===== config.mk =====
export PLATFORM = sky130hd
export DESIGN_NAME = panel_sequencer
export DESIGN_NICKNAME = d
export VERILOG_FILES = /design/src/rtl/panel_pkg.sv /design/src/rtl/pulse_stretch.sv /design/src/rtl/panel_sequencer.sv
export SDC_FILE = /design/constraint.sdc
export NUM_CORES = 1
export LEC_CHECK = 0
export CAP_MARGIN = 20
export CORE_MARGIN = 8
export CORE_UTILIZATION = 35
export CTS_CLUSTER_DIAMETER = 200
export DETAILED_ROUTE_END_ITERATION = 10
export PLACE_DENSITY = 0.57
export SLEW_MARGIN = 25
export SYNTH_ARGS = -nofsm -noshare
export SYNTH_HDL_FRONTEND = slang
export SYNTH_SLANG_ARGS = --single-unit

===== constraint.sdc =====
create_clock -name CLK25MHZ -period 3.9 [get_ports CLK25MHZ]
set_input_delay 0.39 -clock CLK25MHZ [delete_from_list [all_inputs] [get_ports CLK25MHZ]]
set_output_delay 0.39 -clock CLK25MHZ [all_outputs]
set_load 0.02 [all_outputs]

===== src/rtl/panel_pkg.sv =====
// panel_pkg: shared types and defaults for the front-panel run/halt/step
// sequencer.
//   panel_state_e    - sequencer states, 3-bit, RESET_HOLD encoded as 0
//   *_DEF            - default cycle counts (CLK25MHZ cycles)
//   CNT_W            - width of the shared state counter and pulse counters
//   sat_inc()        - saturating increment, so long waits never wrap
package panel_pkg;

  typedef enum logic [2:0] {
    RESET_HOLD = 3'd0,
    RUN        = 3'd1,
    HALT_REQ   = 3'd2,
    HALTED     = 3'd3,
    RESUMING   = 3'd4,
    STEP_ARM   = 3'd5,
    STEP_NMI   = 3'd6
  } panel_state_e;

  localparam int unsigned RES_CYCLES_DEF   = 256;
  localparam int unsigned NMI_CYCLES_DEF   = 128;
  localparam int unsigned HALT_TIMEOUT_DEF = 65535;

  localparam int CNT_W = 16;

  function automatic logic [CNT_W-1:0] sat_inc(input logic [CNT_W-1:0] v);
    return (v == '1) ? v : v + 1'b1;
  endfunction

endpackage


===== src/rtl/pulse_stretch.sv =====
// pulse_stretch: loadable down-counter producing a fixed-width active-low
// pulse. A load starts (or restarts) a WIDTH-cycle low pulse beginning the
// cycle after the load; abort ends it on the next edge. Abort wins over load
// so that a pulse requested in the same cycle the owner gives up is dropped.
// Ports:
//   CLK25MHZ  - system clock
//   rst_n     - asynchronous active-low reset (output idles high)
//   load_i    - start/restart the pulse
//   abort_i   - terminate the pulse
//   pulse_n_o - active-low pulse output (registered)
module pulse_stretch
  import panel_pkg::*;
#(
  parameter int unsigned WIDTH = NMI_CYCLES_DEF
) (
  input  logic CLK25MHZ,
  input  logic rst_n,
  input  logic load_i,
  input  logic abort_i,
  output logic pulse_n_o
);

  localparam logic [CNT_W-1:0] LOAD_VAL = CNT_W'(WIDTH);

  logic [CNT_W-1:0] cnt_q, cnt_d;
  logic             active_q, active_d;

  always_comb begin
    cnt_d    = cnt_q;
    active_d = active_q;
    if (abort_i) begin
      cnt_d    = '0;
      active_d = 1'b0;
    end else if (load_i) begin
      cnt_d    = LOAD_VAL;
      active_d = (LOAD_VAL != '0);
    end else if (cnt_q != '0) begin
      // active stays set while the count is still at least one after this edge
      cnt_d    = cnt_q - 1'b1;
      active_d = (cnt_q != CNT_W'(1));
    end
  end

  always_ff @(posedge CLK25MHZ or negedge rst_n) begin
    if (!rst_n) begin
      cnt_q    <= '0;
      active_q <= 1'b0;
    end else begin
      cnt_q    <= cnt_d;
      active_q <= active_d;
    end
  end

  assign pulse_n_o = ~active_q;

endmodule


===== src/rtl/panel_sequencer.sv =====
// panel_sequencer: front-panel run/halt/step controller for the physical 6502.
// Turns one-cycle keyboard strobes into a CPU reset pulse, minimum-width NMI
// pulses (entry to the FPGA monitor) and a resume strobe to cpu_control.
// Build option: define PANEL_IRQ_EN to let b_irq raise a timed IRQ pulse while
// running; otherwise IRQ is tied low and b_irq is unused.
// Ports:
//   CLK25MHZ, rst_n          - clock, asynchronous active-low reset
//   b_reset/b_runhalt/b_step - keyboard strobes (priority in that order)
//   b_irq                    - keyboard strobe, IRQ request (optional)
//   phi2_rise, sync_s        - synchronized PHI2 rising edge and SYNC
//   halt_ack, resume_ack     - handshakes from cpu_control
//   resume                   - one-cycle request to leave the monitor
//   NMIn, phys6502_RESn, IRQ - CPU pin drives
//   led_run, led_halt        - status display
//   halt_err                 - sticky halt timeout flag, cleared by b_reset
module panel_sequencer
  import panel_pkg::*;
#(
  parameter int unsigned RES_CYCLES   = RES_CYCLES_DEF,
  parameter int unsigned NMI_CYCLES   = NMI_CYCLES_DEF,
  parameter int unsigned HALT_TIMEOUT = HALT_TIMEOUT_DEF
) (
  input  logic CLK25MHZ,
  input  logic rst_n,
  input  logic b_reset,
  input  logic b_runhalt,
  input  logic b_step,
  input  logic b_irq,
  input  logic phi2_rise,
  input  logic sync_s,
  input  logic halt_ack,
  input  logic resume_ack,
  output logic resume,
  output logic NMIn,
  output logic phys6502_RESn,
  output logic IRQ,
  output logic led_run,
  output logic led_halt,
  output logic halt_err
);

  // The counter holds the number of cycles already spent in the state, so a
  // state that must last N cycles leaves when the count shows N-1.
  localparam logic [CNT_W-1:0] RES_LAST = CNT_W'(RES_CYCLES - 1);
  localparam logic [CNT_W-1:0] TMO_LAST = CNT_W'(HALT_TIMEOUT - 1);

  panel_state_e     state_q, state_d;
  logic [CNT_W-1:0] cnt_q, cnt_d;
  logic             halt_err_q, halt_err_d;
  logic             resume_q, resume_d;
  logic             ack_seen_q, ack_seen_d;
  logic             nmi_load, nmi_abort;
  logic             cnt_used;

  always_comb begin
    state_d    = state_q;
    halt_err_d = halt_err_q;
    resume_d   = 1'b0;
    ack_seen_d = ack_seen_q;

    if (b_reset) begin
      state_d    = RESET_HOLD;
      halt_err_d = 1'b0;
    end else begin
      case (state_q)
        RESET_HOLD: if (cnt_q == RES_LAST) state_d = RUN;
        RUN:        if (b_runhalt) state_d = HALT_REQ;
        HALT_REQ, STEP_NMI: begin
          if (halt_ack) begin
            state_d = HALTED;
          end else if (cnt_q == TMO_LAST) begin
            state_d    = RUN;
            halt_err_d = 1'b1;
          end
        end
        HALTED: begin
          if (b_runhalt) begin
            state_d  = RESUMING;
            resume_d = 1'b1;
          end else if (b_step) begin
            state_d  = STEP_ARM;
            resume_d = 1'b1;
          end
        end
        RESUMING: if (resume_ack) state_d = RUN;
        STEP_ARM: begin
          // The fetch that arms the NMI must come strictly after resume_ack,
          // i.e. it is the first opcode fetched back in user code.
          if (!ack_seen_q) ack_seen_d = resume_ack;
          else if (phi2_rise && sync_s) state_d = STEP_NMI;
        end
        default: state_d = RESET_HOLD;
      endcase
    end

    if (state_d != STEP_ARM) ack_seen_d = 1'b0;

    cnt_used = (state_q == RESET_HOLD) || (state_q == HALT_REQ) ||
               (state_q == STEP_NMI);

    // b_reset restarts the count even when already in RESET_HOLD
    if (b_reset || (state_d != state_q)) cnt_d = '0;
    else if (cnt_used)                   cnt_d = sat_inc(cnt_q);
    else                                 cnt_d = cnt_q;

    nmi_load  = ((state_d == HALT_REQ) || (state_d == STEP_NMI)) &&
                (state_d != state_q);
    nmi_abort = ((state_q == HALT_REQ) || (state_q == STEP_NMI)) &&
                (state_d != state_q);
  end

  always_ff @(posedge CLK25MHZ or negedge rst_n) begin
    if (!rst_n) begin
      state_q    <= RESET_HOLD;
      cnt_q      <= '0;
      halt_err_q <= 1'b0;
      resume_q   <= 1'b0;
      ack_seen_q <= 1'b0;
    end else begin
      state_q    <= state_d;
      cnt_q      <= cnt_d;
      halt_err_q <= halt_err_d;
      resume_q   <= resume_d;
      ack_seen_q <= ack_seen_d;
    end
  end

  pulse_stretch #(.WIDTH(NMI_CYCLES)) u_nmi (
    .CLK25MHZ (CLK25MHZ),
    .rst_n    (rst_n),
    .load_i   (nmi_load),
    .abort_i  (nmi_abort),
    .pulse_n_o(NMIn)
  );

`ifdef PANEL_IRQ_EN
  logic irq_n;
  logic irq_load, irq_abort;

  // Only accept the request if we are staying in RUN; leaving RUN kills it.
  assign irq_load  = (state_q == RUN) && (state_d == RUN) && b_irq;
  assign irq_abort = (state_q == RUN) && (state_d != RUN);

  pulse_stretch #(.WIDTH(NMI_CYCLES)) u_irq (
    .CLK25MHZ (CLK25MHZ),
    .rst_n    (rst_n),
    .load_i   (irq_load),
    .abort_i  (irq_abort),
    .pulse_n_o(irq_n)
  );

  assign IRQ = ~irq_n;
`else
  logic unused_b_irq;
  assign unused_b_irq = b_irq;
  assign IRQ          = 1'b0;
`endif

  assign phys6502_RESn = (state_q != RESET_HOLD);
  assign led_run       = (state_q == RUN);
  assign led_halt      = (state_q == HALTED);
  assign resume        = resume_q;
  assign halt_err      = halt_err_q;

endmodule


==> impl_metrics.toml, run 1 <==
[outcome]
status = "completed"

[critical_path]
r2r_start = "cnt_q[0]$_DFFE_PN0P_"
crit_path_start_kind = "flip-flop"
cp_common_cell = "and4_1"
crit_start = "cnt_q[0]$_DFFE_PN0P_"
critPathMaxFanout = 16
critical_path_class = "flip-flop to flip-flop"
crit_path_top_delay_cell = "o211ai_2"
worstPathArrival_ns = 2.62
cp-end-kind = "flip-flop"
cpPeakStageDelay_ns = 0.62
r2r_cells = 8
cp.required_ns = 4.03
cp_cell_sequence = "inv_1 > ha_1 > and4_1 > and4_1 > nor2_1 > o311a_1 > o211ai_2 > a211oi_1"

[logic_synthesis]
yosys-top-cells-count = "52 x nor2_1, 39 x dfrtp_1, 16 x xnor2_1"
synthDistinctLibCells = 49
synth-main-ff-cell = "dfrtp_1"
synth-async-reset-ratio_pct = 100
synthTopCellsByArea = "dfrtp_1 44%, nor2_1 8.8%, xnor2_1 6.3%"
yosys.area_share.simple_pct = 27.5
synth_mux_area_share_pct = 0
synth_edf_count = 0
yosys.area.top_type = "dfrtp_1"
synth.most_common_cell = "nor2_1"
yosys.area_share.xor_xnor_pct = 10.2
synth.avg_cell_area_um2 = 9.27
ys_ff_latch = 39
synthCells = 240
syn_area_um2 = 2230
synth_top_family_by_area = "simple AND/OR/NAND/NOR gates"
synth_top_area_share_pct = 43.8
syn-num-nets = 254
synth-compound-area-share_pct = 12.2
yosys_warnings = 0
synth-adder-area-share_pct = 2.25
yosysSeqAreaShare_pct = 43.8

[sta]
max_slew_margin_pct = 50.8
timing.setup.tns_ns = 0
period_needed_ns = 2.49
drv_slew = 0
rsz0062_at_grt = "no"
post-route-period-util_pct = 63.8
tightest_slew_ns = 0.736
hold_violations = 0
max_freq_mhz = 402
hold_slack_ns = 0.0304
skew_ns = 0.00679
setup_viol_count_final = 0

[cts]
htree_levels = 2
cts-buffers-inserted = 5
cts_resized = 0
cts_buffer_depth = 2
cts_sinks = 39
insertion_delay_ns = 0.29
cts_tree = "done"
hold_buffers = 0
clk_pin_slew_ns = 0.07
post-cts-setup-buffers = 0
clockRootBuffer = "clkbuf_8"

[die]
die_area_um2 = 9170
initial_utilization_pct = 35.7
core_um2 = 6240
die-height_um = 95.7
io_pins = 17
rows = 29
die_w_um = 95.7

[global_route]
grt_use_total_pct = 10.0
grt_max_degree = 40
grt_antenna_before_repair = 0
overflow = 0
first_global_vias = 1608
grt_pass1_wl_mm = 7.37

[job]
cap_violations = 0

[place]
dpl.hpwl_mm = 3.03
gp_congestion = 0.770
numPortBuffers = 14

[power_and_ir_drop]
leakage_nw = 1.10
power_density_nw_per_um2 = 447
ir_drop_mv = 0.263
p_total_w = 0.00113

[finish]
layout.nets = 268
diodes = 0
drive_gt1_share_pct = 7.06
syn2layout_area_growth_pct = 13.3

[route]
firstDrtPassIters = 4
avgViaCountPerCell = 5.09
wl_mm = 4.34
vias = 1689
ant_nets = 0
drtIter0Drc = 106
drc_errors = 0
wire_per_inst_um = 13.1

[min_path]
hp-class = "input port to asynchronous set/reset pin"
## per-layer routing
layer	track usage, %	share of wire (%)	up-vias
li1	-	-	859
met1	12.6	49	803
met2	16.2	47	21
met3	2.73	3.6	6
met4	3.46	1.3	0
met5	0	0	-
## cells by family (layout without fill, tap and decap cells)
family / Yosys count / after routing
flops: 39 / 39
simple gates: 116 / 116
buf+inv: 19 / 34
xor+xnor: 26 / 26
fa+ha+maj: 4 / 4
compound gates: 35 / 35
other cells: 1 / 1
## sequential cells by signal, summed over array words and instances, names as in the netlist
name            cells
cnt_q              16
ack_seen_q          1
halt_err            1
u_nmi.cnt_q        16
state_q             3
u_nmi.active_q      1
resume              1
## metrics by stage
step	worst slack (ns)	utilization, %	area, µm²	cells
final	1.41	40.4	2520	332
after global routing	1.23	40.4	2520	332
after CTS	1.37	40.0	2490	331
after detailed placement	1.31	38.7	2410	323
after global placement	1.32	38.7	2410	323
after floorplan	1.56	-	2230	240
## cell usage in the layout, fill, tap and decap left out, drive strengths merged, types with 2 or more instances in the layout
cell type,instances
nand4,4
nand2b,3
and3,6
a31oi,2
clkbuf,7
or3,7
nand3,8
nor4,6
nor3,4
xor2,10
nand2,11
xnor2,16
o211a,2
dfrtp,39
ha,4
inv,11
and4,6
o21ai,3
or3b,2
nor2b,2
nor2,53
a211oi,2
clkdlybuf4s50,13
a21oi,13
buf,2
## worst max-delay path: cells and delay by family, from the launching register on
kind	cells	cell delay (ns)
flip-flops	1	0.42
AO/OA/AOI/OAI	3	1.16
adder cells (fa/ha/maj)	1	0.15
AND/OR/NAND/NOR	3	0.53
buffers and inverters	1	0.07
## worst paths after layout
kind / to / slack, ns
max reg2reg: cnt_q[1]$_DFFE_PN0P_ / 1.41
max in group asynchronous: u_nmi.cnt_q[13]$_DFFE_PN0P_ / 3.41
min reg2reg: u_nmi.cnt_q[1]$_DFFE_PN0P_ / 0.54
min: u_nmi.cnt_q[3]$_DFFE_PN0P_ / 0.03
min in group CLK25MHZ: u_nmi.cnt_q[1]$_DFFE_PN0P_ / 0.54
max: cnt_q[1]$_DFFE_PN0P_ / 1.41
## cell type report
class,instances,area (µm²)
fillers,653,3720
well taps,77,96.3
repair buffers,15,163
multi-input cells,182,1160
clock buffers,7,76.3
flip-flops and latches,39,976
inverters,11,41.3
clock inverters,1,5.00
## power by group
part	switching, W	internal [W]
Sequential	0.0000875	0.000487
Combinational	0.000152	0.000141
Clock	0.000135	0.000125
Power figures use the tool's default switching activity.
==> run 2: changes to the inputs <==
PLACE_DENSITY = 0.59   (was 0.57)
clock period = 2.25 ns   (was 3.9 ns; I/O delays follow)
==> impl_metrics.toml, run 2 (same netlist as run 1, synthesis figures left out) <==
[sta]
fin_ws_ns = -0.0462
period_needed_ns = 2.30
hold_violations = 0
setup_viol_count_final = 1
rsz0062_at_grt = "yes"
post-route-period-util_pct = 102
skew_ns = 0.00640
max_freq_mhz = 435
drv_slew = 0

[global_route]
grt_use_total_pct = 10.9
first_global_vias = 1788
grt_max_degree = 40
grt_pass1_wl_mm = 7.95
grt_antenna_before_repair = 0
overflow = 0

[critical_path]
critical_path_class = "flip-flop to flip-flop"
cp_cell_sequence = "inv_2 > ha_4 > or3b_4 > or4b_4 > or3_4 > nor4_4 > xnor2_1 > nor2_2"
r2r_end = "u_nmi.cnt_q[14]$_DFFE_PN0P_"
ff2ff_setup_slack_ns = -0.05
path_buf_inv = 1
r2r_start = "u_nmi.cnt_q[0]$_DFFE_PN0P_"
crit_path_start_kind = "flip-flop"
crit_family = "simple AND/OR/NAND/NOR gates"
r2r_cells = 8
cp-end-kind = "flip-flop"
cp.required_ns = 2.43
worstPathArrival_ns = 2.48
critPathMaxFanout = 4
crit_path_top_delay_cell = "or4b_4"
cpPeakStageDelay_ns = 0.49

[die]
io_pins = 17
die-height_um = 95.7
die_w_um = 95.7
die_area_um2 = 9170
core_um2 = 6240
rows = 29
initial_utilization_pct = 35.7

[route]
firstDrtPassIters = 6
drtIter0Drc = 55
wl_mm = 4.56
wl_met2_mm = 2.22
wl_met3_um = 138
wl_met1_mm = 2.15
highest_layer = "met4"
wire_per_inst_um = 13.1
ant_nets = 0
drc_errors = 0
avgViaCountPerCell = 4.97
vias = 1724

[finish]
syn2layout_area_growth_pct = 20.2
drive_gt1_share_pct = 13.7
diodes = 0
register_area_um2 = 976
utilization_pct = 42.9
multiInputGateArea_um2 = 1180
layout_common_cells = "52 x nor2_1, 39 x dfrtp_1, 16 x xnor2_1, 16 x buf_4"
layout_commonest_cell = "nor2_1"
layout.nets = 284
fillers = 635
top_regs = "cnt_q x16, u_nmi.cnt_q x16, state_q x3"
final_cell_count_no_fill = 347

[place]
numPortBuffers = 14
gp_congestion = 0.796
dpl.hpwl_mm = 3.22
placedCellCount = 339
dp_slack_ns = -0.0683

[power_and_ir_drop]
leakage_nw = 1.18
power_density_nw_per_um2 = 823
ir_drop_mv = 0.549

[cts]
htree_levels = 2
cts_tree = "done"
clk_pin_slew_ns = 0.08
cts_buffer_depth = 2
cts_sinks = 39
insertion_delay_ns = 0.29
cts-buffers-inserted = 5
post-cts-setup-buffers = 0
clockRootBuffer = "clkbuf_8"

[outcome]
status = "finished with violations"
violations = "setup timing"

[min_path]
hp-class = "input port to asynchronous set/reset pin"

[job]
cap_violations = 0
run 2: worst max path at each step:
stage | start | end | depth (start not counted)
final | u_nmi.cnt_q[0]$_DFFE_PN0P_ | u_nmi.cnt_q[14]$_DFFE_PN0P_ | 8
after global routing | u_nmi.cnt_q[0]$_DFFE_PN0P_ | u_nmi.cnt_q[14]$_DFFE_PN0P_ | 8
after CTS | u_nmi.cnt_q[0]$_DFFE_PN0P_ | u_nmi.cnt_q[14]$_DFFE_PN0P_ | 8
after detailed placement | u_nmi.cnt_q[1]$_DFFE_PN0P_ | u_nmi.cnt_q[14]$_DFFE_PN0P_ | 8
after global placement | u_nmi.cnt_q[1]$_DFFE_PN0P_ | u_nmi.cnt_q[14]$_DFFE_PN0P_ | 8
after floorplan | u_nmi.cnt_q[1]$_DFFE_PN0P_ | u_nmi.cnt_q[14]$_DFFE_PN0P_ | 8
run 2: through the flow:
step	hold slack, ns	total power [W]	cell area [µm²]	TNS, ns
after floorplan	-0.0706	0.00140	2230	-0.107
after global placement	0.394	0.00163	2550	-0.0405
after detailed placement	0.409	0.00165	2550	-0.108
after CTS	0.0910	0.00224	2660	-0.0551
after global routing	0.485	0.00236	2680	-0.244
final	0.439	0.00220	2680	-0.0462
run 2: worst reg2reg max path, stage by stage (launching register included):
cell and delay, ns:
dfrtp_1 0.39, inv_2 0.08, ha_4 0.13, or3b_4 0.37, or4b_4 0.49, or3_4 0.38, nor4_4 0.15, xnor2_1 0.16
nor2_2 0.05
run 2: cell type report:
type,count,area share (%)
clock buffer,6,2.71
clock inverter,1,1.12
inverter,11,1.54
multi-input combinational,182,44.1
sequential,39,36.5
tap,77,3.60
timing repair buffer,31,10.5
run 2: what timing repair did:
item,4_1_cts,5_1_grt
gates cloned,0,0
endpoints found under the setup margin,3,7
endpoints found under the hold margin,0,39
gates resized for setup,2,1
hold buffers,0,1
run 2: power breakdown:
group	total, W	internal, W	switching (W)	leakage [nW]
sequential	0.000991	0.000844	0.000147	0.513
clock	0.000559	0.000325	0.000234	0.0513
combinational	0.000651	0.000348	0.000304	0.614
total	0.00220	0.00152	0.000685	1.18
run 2: layer usage:
layer	up-vias	track usage (%)
met5	-	0
met4	0	4.48
met3	5	2.89
met2	17	18.9
met1	810	12.4
li1	892	-
